File: src/rtl/spi_pkg.sv
// Shared definitions for the SPI register-file target: FSM encoding,
// field widths and the fixed address/bit positions of the command byte.
package spi_pkg;

  localparam int SPI_ADDR_W     = 3;
  localparam int SPI_DATA_W     = 8;
  localparam int SPI_RO_ADDR    = 7;
  localparam int SPI_WR_BIT     = 7;
  localparam int SPI_FRAME_BITS = 16;

  typedef enum logic [1:0] {
    ST_IDLE = 2'd0,
    ST_CMD  = 2'd1,
    ST_DATA = 2'd2,
    ST_DONE = 2'd3
  } spi_state_e;

  // Address 7 is the read-only status slot backed by data_in.
  function automatic logic is_ro_addr(input logic [SPI_ADDR_W-1:0] addr);
    return addr == SPI_ADDR_W'(SPI_RO_ADDR);
  endfunction

endpackage

File: src/rtl/spi_sync_edge.sv
// Multi-flop synchronizer with registered rise/fall pulses. The reinit
// input suppresses any edge in that clk and lets the history flop track
// the current level, so a mode change while deselected never looks like
// an SCK edge once the frame starts.
module spi_sync_edge #(
  parameter int   N_SYNC  = 2,
  parameter logic RST_VAL = 1'b0
) (
  input  logic clk,
  input  logic rst,
  input  logic din,
  input  logic reinit,
  output logic rise,
  output logic fall
);

  logic [N_SYNC-1:0] sync_q;
  logic              prev_q;
  logic              level;

  assign level = sync_q[N_SYNC-1];

  // Synchronizer chain, one-clk history and registered edge pulses.
  always_ff @(posedge clk or posedge rst) begin
    if (rst) begin
      sync_q <= {N_SYNC{RST_VAL}};
      prev_q <= RST_VAL;
      rise   <= 1'b0;
      fall   <= 1'b0;
    end else begin
      sync_q <= {sync_q[N_SYNC-2:0], din};
      prev_q <= level;
      rise   <= ~reinit & level & ~prev_q;
      fall   <= ~reinit & ~level & prev_q;
    end
  end

endmodule

File: src/rtl/spi_slave_regfile.sv
// SPI target with a 7-entry register file plus a read-only status slot.
// Frame = command byte (bit7 write flag, bits2:0 address) + data byte.
// SCK/SS/MOSI are oversampled in clk; all decisions are made on the
// registered edge pulses from spi_sync_edge.
module spi_slave_regfile
  import spi_pkg::*;
#(
  parameter int N_SYNC = 2
) (
  input  logic                  clk,
  input  logic                  rst,
  input  logic                  CKP,
  input  logic                  CPH,
  input  logic                  SS,
  input  logic                  SCK,
  input  logic                  MOSI,
  output logic                  MISO,
  input  logic [SPI_DATA_W-1:0] data_in,
  output logic [SPI_DATA_W-1:0] ctrl_out,
  output logic                  wr_strb,
  output logic [SPI_ADDR_W-1:0] wr_addr,
  output logic [SPI_DATA_W-1:0] wr_data
);

  spi_state_e            state_q, state_d;
  logic [4:0]            bit_cnt;
  logic [SPI_DATA_W-1:0] rx_sr;
  logic [SPI_DATA_W-1:0] tx_sr;
  logic [SPI_DATA_W-1:0] rx_next;
  logic                  cmd_wr;
  logic [SPI_ADDR_W-1:0] cmd_addr;
  logic [SPI_DATA_W-1:0] regs [8];

  logic                  sck_rise, sck_fall, ss_rise, ss_fall;
  logic [N_SYNC-1:0]     mosi_sync;
  logic                  mosi_s;
  logic                  lead_edge, trail_edge, sample_edge, shift_edge;
  logic                  sample_active, shift_active, cmd_done, data_done;

  // SS resets to the low level: after rst with SS still low no fall can be
  // seen, so the remainder of an interrupted frame is ignored until SS has
  // gone high and falls again.
  spi_sync_edge #(.N_SYNC(N_SYNC), .RST_VAL(1'b0)) u_ss_sync (
    .clk    (clk),
    .rst    (rst),
    .din    (SS),
    .reinit (1'b0),
    .rise   (ss_rise),
    .fall   (ss_fall)
  );

  spi_sync_edge #(.N_SYNC(N_SYNC), .RST_VAL(1'b0)) u_sck_sync (
    .clk    (clk),
    .rst    (rst),
    .din    (SCK),
    .reinit (ss_fall),
    .rise   (sck_rise),
    .fall   (sck_fall)
  );

  // MOSI only needs level synchronization; it is stable around sample edges.
  always_ff @(posedge clk or posedge rst) begin
    if (rst) mosi_sync <= '0;
    else     mosi_sync <= {mosi_sync[N_SYNC-2:0], MOSI};
  end
  assign mosi_s = mosi_sync[N_SYNC-1];

  // Edge roles from polarity and phase.
  assign lead_edge   = CKP ? sck_fall : sck_rise;
  assign trail_edge  = CKP ? sck_rise : sck_fall;
  assign sample_edge = CPH ? trail_edge : lead_edge;
  assign shift_edge  = CPH ? lead_edge : trail_edge;

  assign sample_active = sample_edge && (state_q == ST_CMD || state_q == ST_DATA);
  assign cmd_done      = sample_active && (state_q == ST_CMD)  && (bit_cnt == 5'd7);
  assign data_done     = sample_active && (state_q == ST_DATA) && (bit_cnt == 5'(SPI_FRAME_BITS - 1));
  // The MSB is preloaded on entering DATA, so the first shift edge that
  // follows (bit_cnt still 8) must not move it.
  assign shift_active  = shift_edge && (state_q == ST_DATA) && (bit_cnt != 5'd8);
  assign rx_next       = {rx_sr[SPI_DATA_W-2:0], mosi_s};

  // FSM state register.
  always_ff @(posedge clk or posedge rst) begin
    if (rst) state_q <= ST_IDLE;
    else     state_q <= state_d;
  end

  // FSM next state; SS rise wins from any state.
  always_comb begin
    state_d = state_q;
    case (state_q)
      ST_IDLE: if (ss_fall)   state_d = ST_CMD;
      ST_CMD:  if (cmd_done)  state_d = ST_DATA;
      ST_DATA: if (data_done) state_d = ST_DONE;
      default: state_d = state_q;
    endcase
    if (ss_rise) state_d = ST_IDLE;
  end

  // Bit counter, shift registers, command latch and register-file commit.
  // A commit coinciding with SS rise still happens: data_done ignores SS.
  always_ff @(posedge clk or posedge rst) begin
    if (rst) begin
      bit_cnt  <= '0;
      rx_sr    <= '0;
      tx_sr    <= '0;
      cmd_wr   <= 1'b0;
      cmd_addr <= '0;
      wr_strb  <= 1'b0;
      wr_addr  <= '0;
      wr_data  <= '0;
      for (int i = 0; i < 8; i++) regs[i] <= '0;
    end else begin
      wr_strb <= 1'b0;

      if (ss_fall || ss_rise)  bit_cnt <= '0;
      else if (sample_active)  bit_cnt <= bit_cnt + 5'd1;

      if (sample_active) rx_sr <= rx_next;

      if (ss_fall) begin
        tx_sr <= '0;
      end else if (cmd_done) begin
        cmd_wr   <= rx_next[SPI_WR_BIT];
        cmd_addr <= rx_next[SPI_ADDR_W-1:0];
        if (rx_next[SPI_WR_BIT])                      tx_sr <= '0;
        else if (is_ro_addr(rx_next[SPI_ADDR_W-1:0])) tx_sr <= data_in;
        else                                          tx_sr <= regs[rx_next[SPI_ADDR_W-1:0]];
      end else if (shift_active) begin
        tx_sr <= {tx_sr[SPI_DATA_W-2:0], 1'b0};
      end

      if (data_done && cmd_wr && !is_ro_addr(cmd_addr)) begin
        regs[cmd_addr] <= rx_next;
        wr_strb        <= 1'b1;
        wr_addr        <= cmd_addr;
        wr_data        <= rx_next;
      end
    end
  end

  assign MISO     = (state_q == ST_DATA) ? tx_sr[SPI_DATA_W-1] : 1'b0;
  assign ctrl_out = regs[0];

endmodule

File: config.mk
export PLATFORM = sky130hd
export DESIGN_NAME = spi_slave_regfile
export DESIGN_NICKNAME = d
export VERILOG_FILES = /design/src/rtl/spi_pkg.sv /design/src/rtl/spi_sync_edge.sv /design/src/rtl/spi_slave_regfile.sv
export SDC_FILE = /design/constraint.sdc
export NUM_CORES = 1
export LEC_CHECK = 0
export CAP_MARGIN = 40
export CORE_AREA = 10 10 115 117
export CTS_CLUSTER_SIZE = 20
export DETAILED_ROUTE_END_ITERATION = 7
export DIE_AREA = 0 0 125 127
export GPL_TIMING_DRIVEN = 0
export PLACE_DENSITY_LB_ADDON = 0.1
export SETUP_SLACK_MARGIN = 0.4
export SYNTH_ARGS = -nofsm -noshare
export SYNTH_HDL_FRONTEND = slang
export SYNTH_SLANG_ARGS = --single-unit
export TNS_END_PERCENT = 50
File: constraint.sdc
create_clock -name clk -period 4 [get_ports clk]
set_input_delay 0.6 -clock clk [delete_from_list [all_inputs] [get_ports clk]]
set_output_delay 0.6 -clock clk [all_outputs]
set_load 0.02 [all_outputs]
Yosys cells after proc, flatten, opt, wreduce, memory -nomap -nowiden

Index checks and enable logic that the tools add are counted.

Add/subtract/negate cells: 1
$lt $le $gt $ge: 3
Equality and inequality tests: 10
Mux-type cells: 24
Bitwise logic cells: 13
Reductions and logical operators: 19

Operators by type and width:

| kind                                                                   | count |
|---|---|
| 64-bit bitwise mux                                                     | 1 |
| 8-bit 2-to-1 mux                                                       | 8 |
| 8-bit binary-select mux with 3-bit select                              | 1 |
| 8-bit demux with 3-bit select                                          | 1 |
| 1-bit logical AND                                                      | 10 |
| 5-bit 2-to-1 mux                                                       | 2 |
| 4-bit greater-or-equal comparator (second input constant)              | 2 |
| 2-bit 2-to-1 mux                                                       | 4 |
| 3-bit inverter with 4-bit output                                       | 2 |
| 1-bit bitwise AND                                                      | 6 |
| 3-bit equality test (second input constant)                            | 2 |
| 1-bit 2-to-1 mux                                                       | 6 |
| 3-bit by 2-bit != test with 1-bit output (second input constant)       | 2 |
| 2-bit case mux with 3 select lines                                     | 1 |
| 5-bit by 1-bit adder with 5-bit output (second input constant)         | 1 |
| 5-bit by 3-bit equality test with 1-bit output (second input constant) | 1 |
| 5-bit by 4-bit equality test with 1-bit output (second input constant) | 1 |
| 5-bit by 4-bit != test with 1-bit output (second input constant)       | 1 |
| 1-bit inverter                                                         | 5 |
| 4-bit by 1-bit < comparator with 1-bit output (second input constant)  | 1 |
| 4-bit AND reduction                                                    | 1 |
| 4-bit nonzero test                                                     | 1 |
| 3-bit by 1-bit != test with 1-bit output (second input constant)       | 1 |
| 3-bit nonzero test                                                     | 1 |
| 7 further kinds                                                        | 8 |

Register bits after elaboration: 114
Output and inout bits: 21

Depth between registers and ports, before layout

Depth after elaboration: 8
Gate-level depth with buffers: 10

Hierarchy

Synthesis repeated with hierarchy kept, for this count alone.

Cell total of the unflattened synthesis: 339
Area total of the unflattened synthesis: 4848.4 sq um

By module, submodules not included:

| module            | instances | cells an instance | area an instance (sq um) |
|---|---|---|---|
| spi_slave_regfile | 1         | 323               | 4560.6 |
| spi_sync_edge     | 2         | 8                 | 143.9 |

Worst setup path after synthesis

Ideal clock, no wire load.

Path kind: in2reg
From: input CKP
To: register regs (netlist bit ctrl_out[0])
Library setup time: 0.125 ns
Arrival time: 2.230 ns
Setup slack: 1.646 ns
Stages: 6
Path through: xnor2_1 -> mux2i_1 -> nand2b_1 -> buf_2 -> nor4_4 -> mux2_2

Cells in the longest elaborated chain, start to end: 7
Elaborated cells on any way between the ends: 8

RTL lines:

| item                                       | line                                             | source |
|---|---|---|
| from (decl)                                | spi_slave_regfile.sv:12                          | `input logic CKP,` |
| 1-bit 2-to-1 mux, on equally long branches | spi_slave_regfile.sv:69, spi_slave_regfile.sv:70 |  |
| 1-bit 2-to-1 mux *                         | spi_slave_regfile.sv:71                          | `assign sample_edge = CPH ? trail_edge : lead_edge;` |
| 1-bit logical AND *                        | spi_slave_regfile.sv:74                          | `assign sample_active = sample_edge && (state_q == ST_CMD \|\| state_q == ST_DATA);` |
| 1-bit logical AND * (2 in a row)           | spi_slave_regfile.sv:76                          | `assign data_done = sample_active && (state_q == ST_DATA) && (bit_cnt == 5'(SPI_FRAME_BITS - 1));` |
| 1-bit logical AND * (2 in a row)           | spi_slave_regfile.sv:133                         | `if (data_done && cmd_wr && !is_ro_addr(cmd_addr)) begin` |
| to (signal, indexed assignment)            | spi_slave_regfile.sv:134                         | `regs[cmd_addr] <= rx_next;` |
| to (decl)                                  | spi_slave_regfile.sv:32                          | `logic [SPI_DATA_W-1:0] regs [8];` |

Every way passes the cells marked *; elsewhere a longest branch is shown, timed or not.
A chain may end at the register's enable or synchronous reset.

Worst setup path in the final report

Same ends and word-level chain as after synthesis.

==> metrics.md <==
| Metric | Value |
|---|---|
| Status | `finished clean` |
| Hold path start | `u_sck_sync.sync_q[0]$_DFF_PP0_` |
| Cell area after synthesis | `4800 um^2` |
| Fill count | `993` |
| Fmax | `between 300 and 400 MHz` |
| Critical path cell sequence | `clkdlybuf4s50_1, xnor2_1, mux2i_1, nand2b_1, buf_2, nor4_4, mux2_2` |
| Core region area | `approximately 11000 um^2` |
| # port buffers | `35` |
| WL per Instance | `18.0 um` |
| Grt total ovfl | `0` |
| Worst slew margin | `0.536` |
| Syn Nets | `about 360` |
| Die ar. | `roughly 16000 um^2` |
| Max Buffers Root-to-Sink | `2` |
| Setup CP Type | `primary input to register` |
| Total number of vias | `2749` |
| Stages on worst setup path | `7` |
| CTS clk-pin slew, worst paths | `0.06 ns` |
| Residual DRC | `0` |
| Pin count of the biggest net entering global routing | `58` |
| Worst setup path startpoint | `CKP` |
| Final net count | `402` |
| Slew of the pin with the lowest slew margin | `0.696 ns` |
| Reg-to-reg setup timing slack | `1.25 ns` |
| Antenna Violating Nets Remaining | `0` |
| Worst r2r dst | `ctrl_out[0]$_DFFE_PP0P_` |
| Clk root buf | `clkbuf_16` |
| Hold Path Depth | `0` |
| Synth area leader | `dfrtp_1` |
| Gr usage total | `0.125` |
| CTS buffer count | `9` |
| Max cap viols | `0` |
| Post-synth top area share | `0.552` |
| Post-Layout Cell Count | `529` |
| Pleak | `2.65 nW` |
| Antenna diode count | `0` |
| Met2 wire len | `4300 um` |
| Drt pass-1 iters | `4` |
| First-pass GRT wire length | `approximately 16000 um` |
| Setup ws final | `1.09 ns` |
| Worst min-delay path endpoint | `u_sck_sync.sync_q[1]$_DFF_PP0_` |
| GPL Wtd Cong | `0.756` |
| WL met1 | `4670 um` |
| Placed cells | `513` |
| Final Hold Vio Count | `0` |
| Clock Sinks | `106` |
| Post-CTS Hold Buffers | `0` |
| Vias in the first global route | `2878` |
| Max Used Layer | `met4` |
| Yosys warns | `0` |
| PwrDens | `454 nW/um^2` |
| R2R depth | `9` |
| Critical path arrival | `3.14 ns` |
| Mapped Avg Cell Area | `14.4 um^2` |
| Crit path max fanout | `8` |
| Top cells by area, synth | `dfrtp_1, mux2_2, mux4_2` |
| Startpoint types | `primary input` |
| Detailed Place HPWL | `between 6000 and 7000 um` |
| Io pins | `36` |
| Post-layout util | `0.511` |
| Crit-path slowest cell | `nor4_4` |
| H-tree depth | `3` |
| Via-per-instance ratio | `~5.2` |
| Skew final | `0.00939 ns` |
| Tmin final | `2.91 ns` |
| Area Growth Syn to Fin | `18.3%` |
| Crit. End Element | `register` |
| Synth Instances | `334` |
| Die height | `127 um` |
| Setup bufs post-CTS | `0` |
| Cts repair resizes | `0` |
| Distinct cell type count after synthesis | `39` |
| Site Rows | `39` |
| Buf/Inv on CP | `2` |
| Clk_lat worst skew | `0.35 ns` |
| Worst R2R Start | `bit_cnt[0]$_DFFE_PP0P_` |
| Worst min path class | `register to register` |
| DP Worst Slack | `0.672 ns` |
| Final Max Slew Viols | `0` |
| Worst stage delay on the critical path | `around 0.53 ns` |
| CTS tree | `yes` |
| Synth Register Bits | `approximately 110` |
| Final cycle utilization of the critical path | `0.727` |
| CP required | `4.23 ns` |
| First DRT Iteration DRCs | `~110` |
| Initial antenna violation count | `0` |
| Met3 wire len | `359 um` |
| Total Routed Length | `9510 um` |
| Share of cells above drive strength 1 | `0.339` |
| Register area share after synthesis | `0.552` |
| Die Wd | `125 um` |
| RSZ-0062 raised after global routing | `no` |
| Initial Util | `0.432` |
| Final setup vio count | `0` |
| Crit path max-delay family | `multiplexers` |
| Max VDD drop | `0.275 mV` |
cells by family (layout without fill, tap and decap cells):
group           count (synthesis)  after routing  synth area share
mux                           103            103             0.283
compound gates                 21             21            0.0339
fa+ha+maj                       6              6            0.0156
buf+inv                        42             94            0.0419
simple gates                   52             52            0.0664
xor+xnor                        4              4           0.00729
flops                         106            106             0.552
synthesized netlist by cell type:
| cell | count |
|---|---|
| a2111oi_0 | 1 |
| a21oi_1 | 6 |
| a221o_1 | 7 |
| a31o_2 | 1 |
| and2_1 | 2 |
| and3_1 | 1 |
| buf_1 | 6 |
| buf_2 | 8 |
| buf_4 | 9 |
| clkbuf_1 | 9 |
| dfrtp_1 | 106 |
| ha_1 | 6 |
| inv_1 | 10 |
| mux2_1 | 1 |
| mux2_2 | 66 |
| mux2_4 | 8 |
| mux2i_1 | 11 |
| mux2i_2 | 1 |
| mux4_2 | 16 |
| nand2_1 | 8 |
| nand2b_1 | 3 |
| nand3_1 | 5 |
| nand4_1 | 1 |
| nand4b_1 | 1 |
| nor2_1 | 11 |
| nor2b_1 | 3 |
| nor3_1 | 6 |
| nor3_4 | 3 |
| nor3b_1 | 2 |
| nor4_4 | 1 |
| nor4bb_1 | 1 |
| o21ai_0 | 2 |
| o22a_1 | 3 |
| o2bb2ai_1 | 1 |
| or2_2 | 1 |
| or3_1 | 2 |
| or4_1 | 1 |
| xnor2_1 | 2 |
| xor2_1 | 2 |
where the power goes:
| part | internal (W) | total [W] | switching (W) |
|---|---|---|---|
| Sequential | 0.00112 | 0.00115 | 0.0000228 |
| Clock | 0.000564 | 0.000953 | 0.000389 |
| Combinational | 0.000179 | 0.000481 | 0.000302 |
sequential cells by signal, summed over array words and instances (netlist names), 2 cells and up:
signal             count
regs                  48
ctrl_out               8
tx_sr                  8
wr_data                8
rx_sr                  7
bit_cnt                5
cmd_addr               3
wr_addr                3
mosi_sync              2
state_q                2
u_sck_sync.sync_q      2
u_ss_sync.sync_q       2
layer usage:
metal / global-route usage / vias to the layer above
li1: - / 1290
met1: 0.172 / 1405
met2: 0.183 / 41
met3: 0.0277 / 13
met4: 0.0610 / 0
met5: 0 / -
cell type report:
class | count | area [um^2] | share of cell area
repair buffers | 36 | 378 | 0.0665
well taps | 143 | 179 | 0.0315
inverters | 10 | 40.0 | 0.00704
clock inverters | 5 | 77.6 | 0.0136
multi-input cells | 186 | 1950 | 0.343
clock buffers | 11 | 243 | 0.0427
plain buffers | 32 | 164 | 0.0288
flip-flops and latches | 106 | 2650 | 0.467
worst max path at each step:
stage               slack (ns)                      end
global route              0.89  ctrl_out[0]$_DFFE_PP0P_
detailed placement        0.67  ctrl_out[3]$_DFFE_PP0P_
finish                    1.09  ctrl_out[0]$_DFFE_PP0P_
CTS                       1.03  ctrl_out[3]$_DFFE_PP0P_
floorplan                 0.61   bit_cnt[0]$_DFFE_PP0P_
global placement         -1.03     regs[51]$_DFFE_PP0P_
cells in the final DEF (no fill, tap or decap), types with 7 or more instances in the layout:
| master | instances |
|---|---|
| a221o_1 | 7 |
| buf_2 | 8 |
| buf_4 | 9 |
| clkbuf_1 | 10 |
| clkbuf_16 | 9 |
| clkdlybuf4s50_1 | 35 |
| dfrtp_1 | 106 |
| inv_1 | 9 |
| mux2_2 | 66 |
| mux2_4 | 8 |
| mux2i_1 | 11 |
| mux4_2 | 16 |
| nand2_1 | 8 |
| nor2_1 | 11 |
per-stage QoR:
step | setup TNS (ns) | hold WS [ns] | power, W | area (um^2)
after floorplan | 0 | 0.331 | 0.00150 | 4800
after global placement | -108.41 | 0.333 | 0.00165 | 5330
after detailed placement | 0 | 0.338 | 0.00166 | 5360
after CTS | 0 | 0.353 | 0.00262 | 5680
after global routing | 0 | 0.369 | 0.00271 | 5680
final | 0 | 0.351 | 0.00258 | 5680
Power figures use the tool's default switching activity.
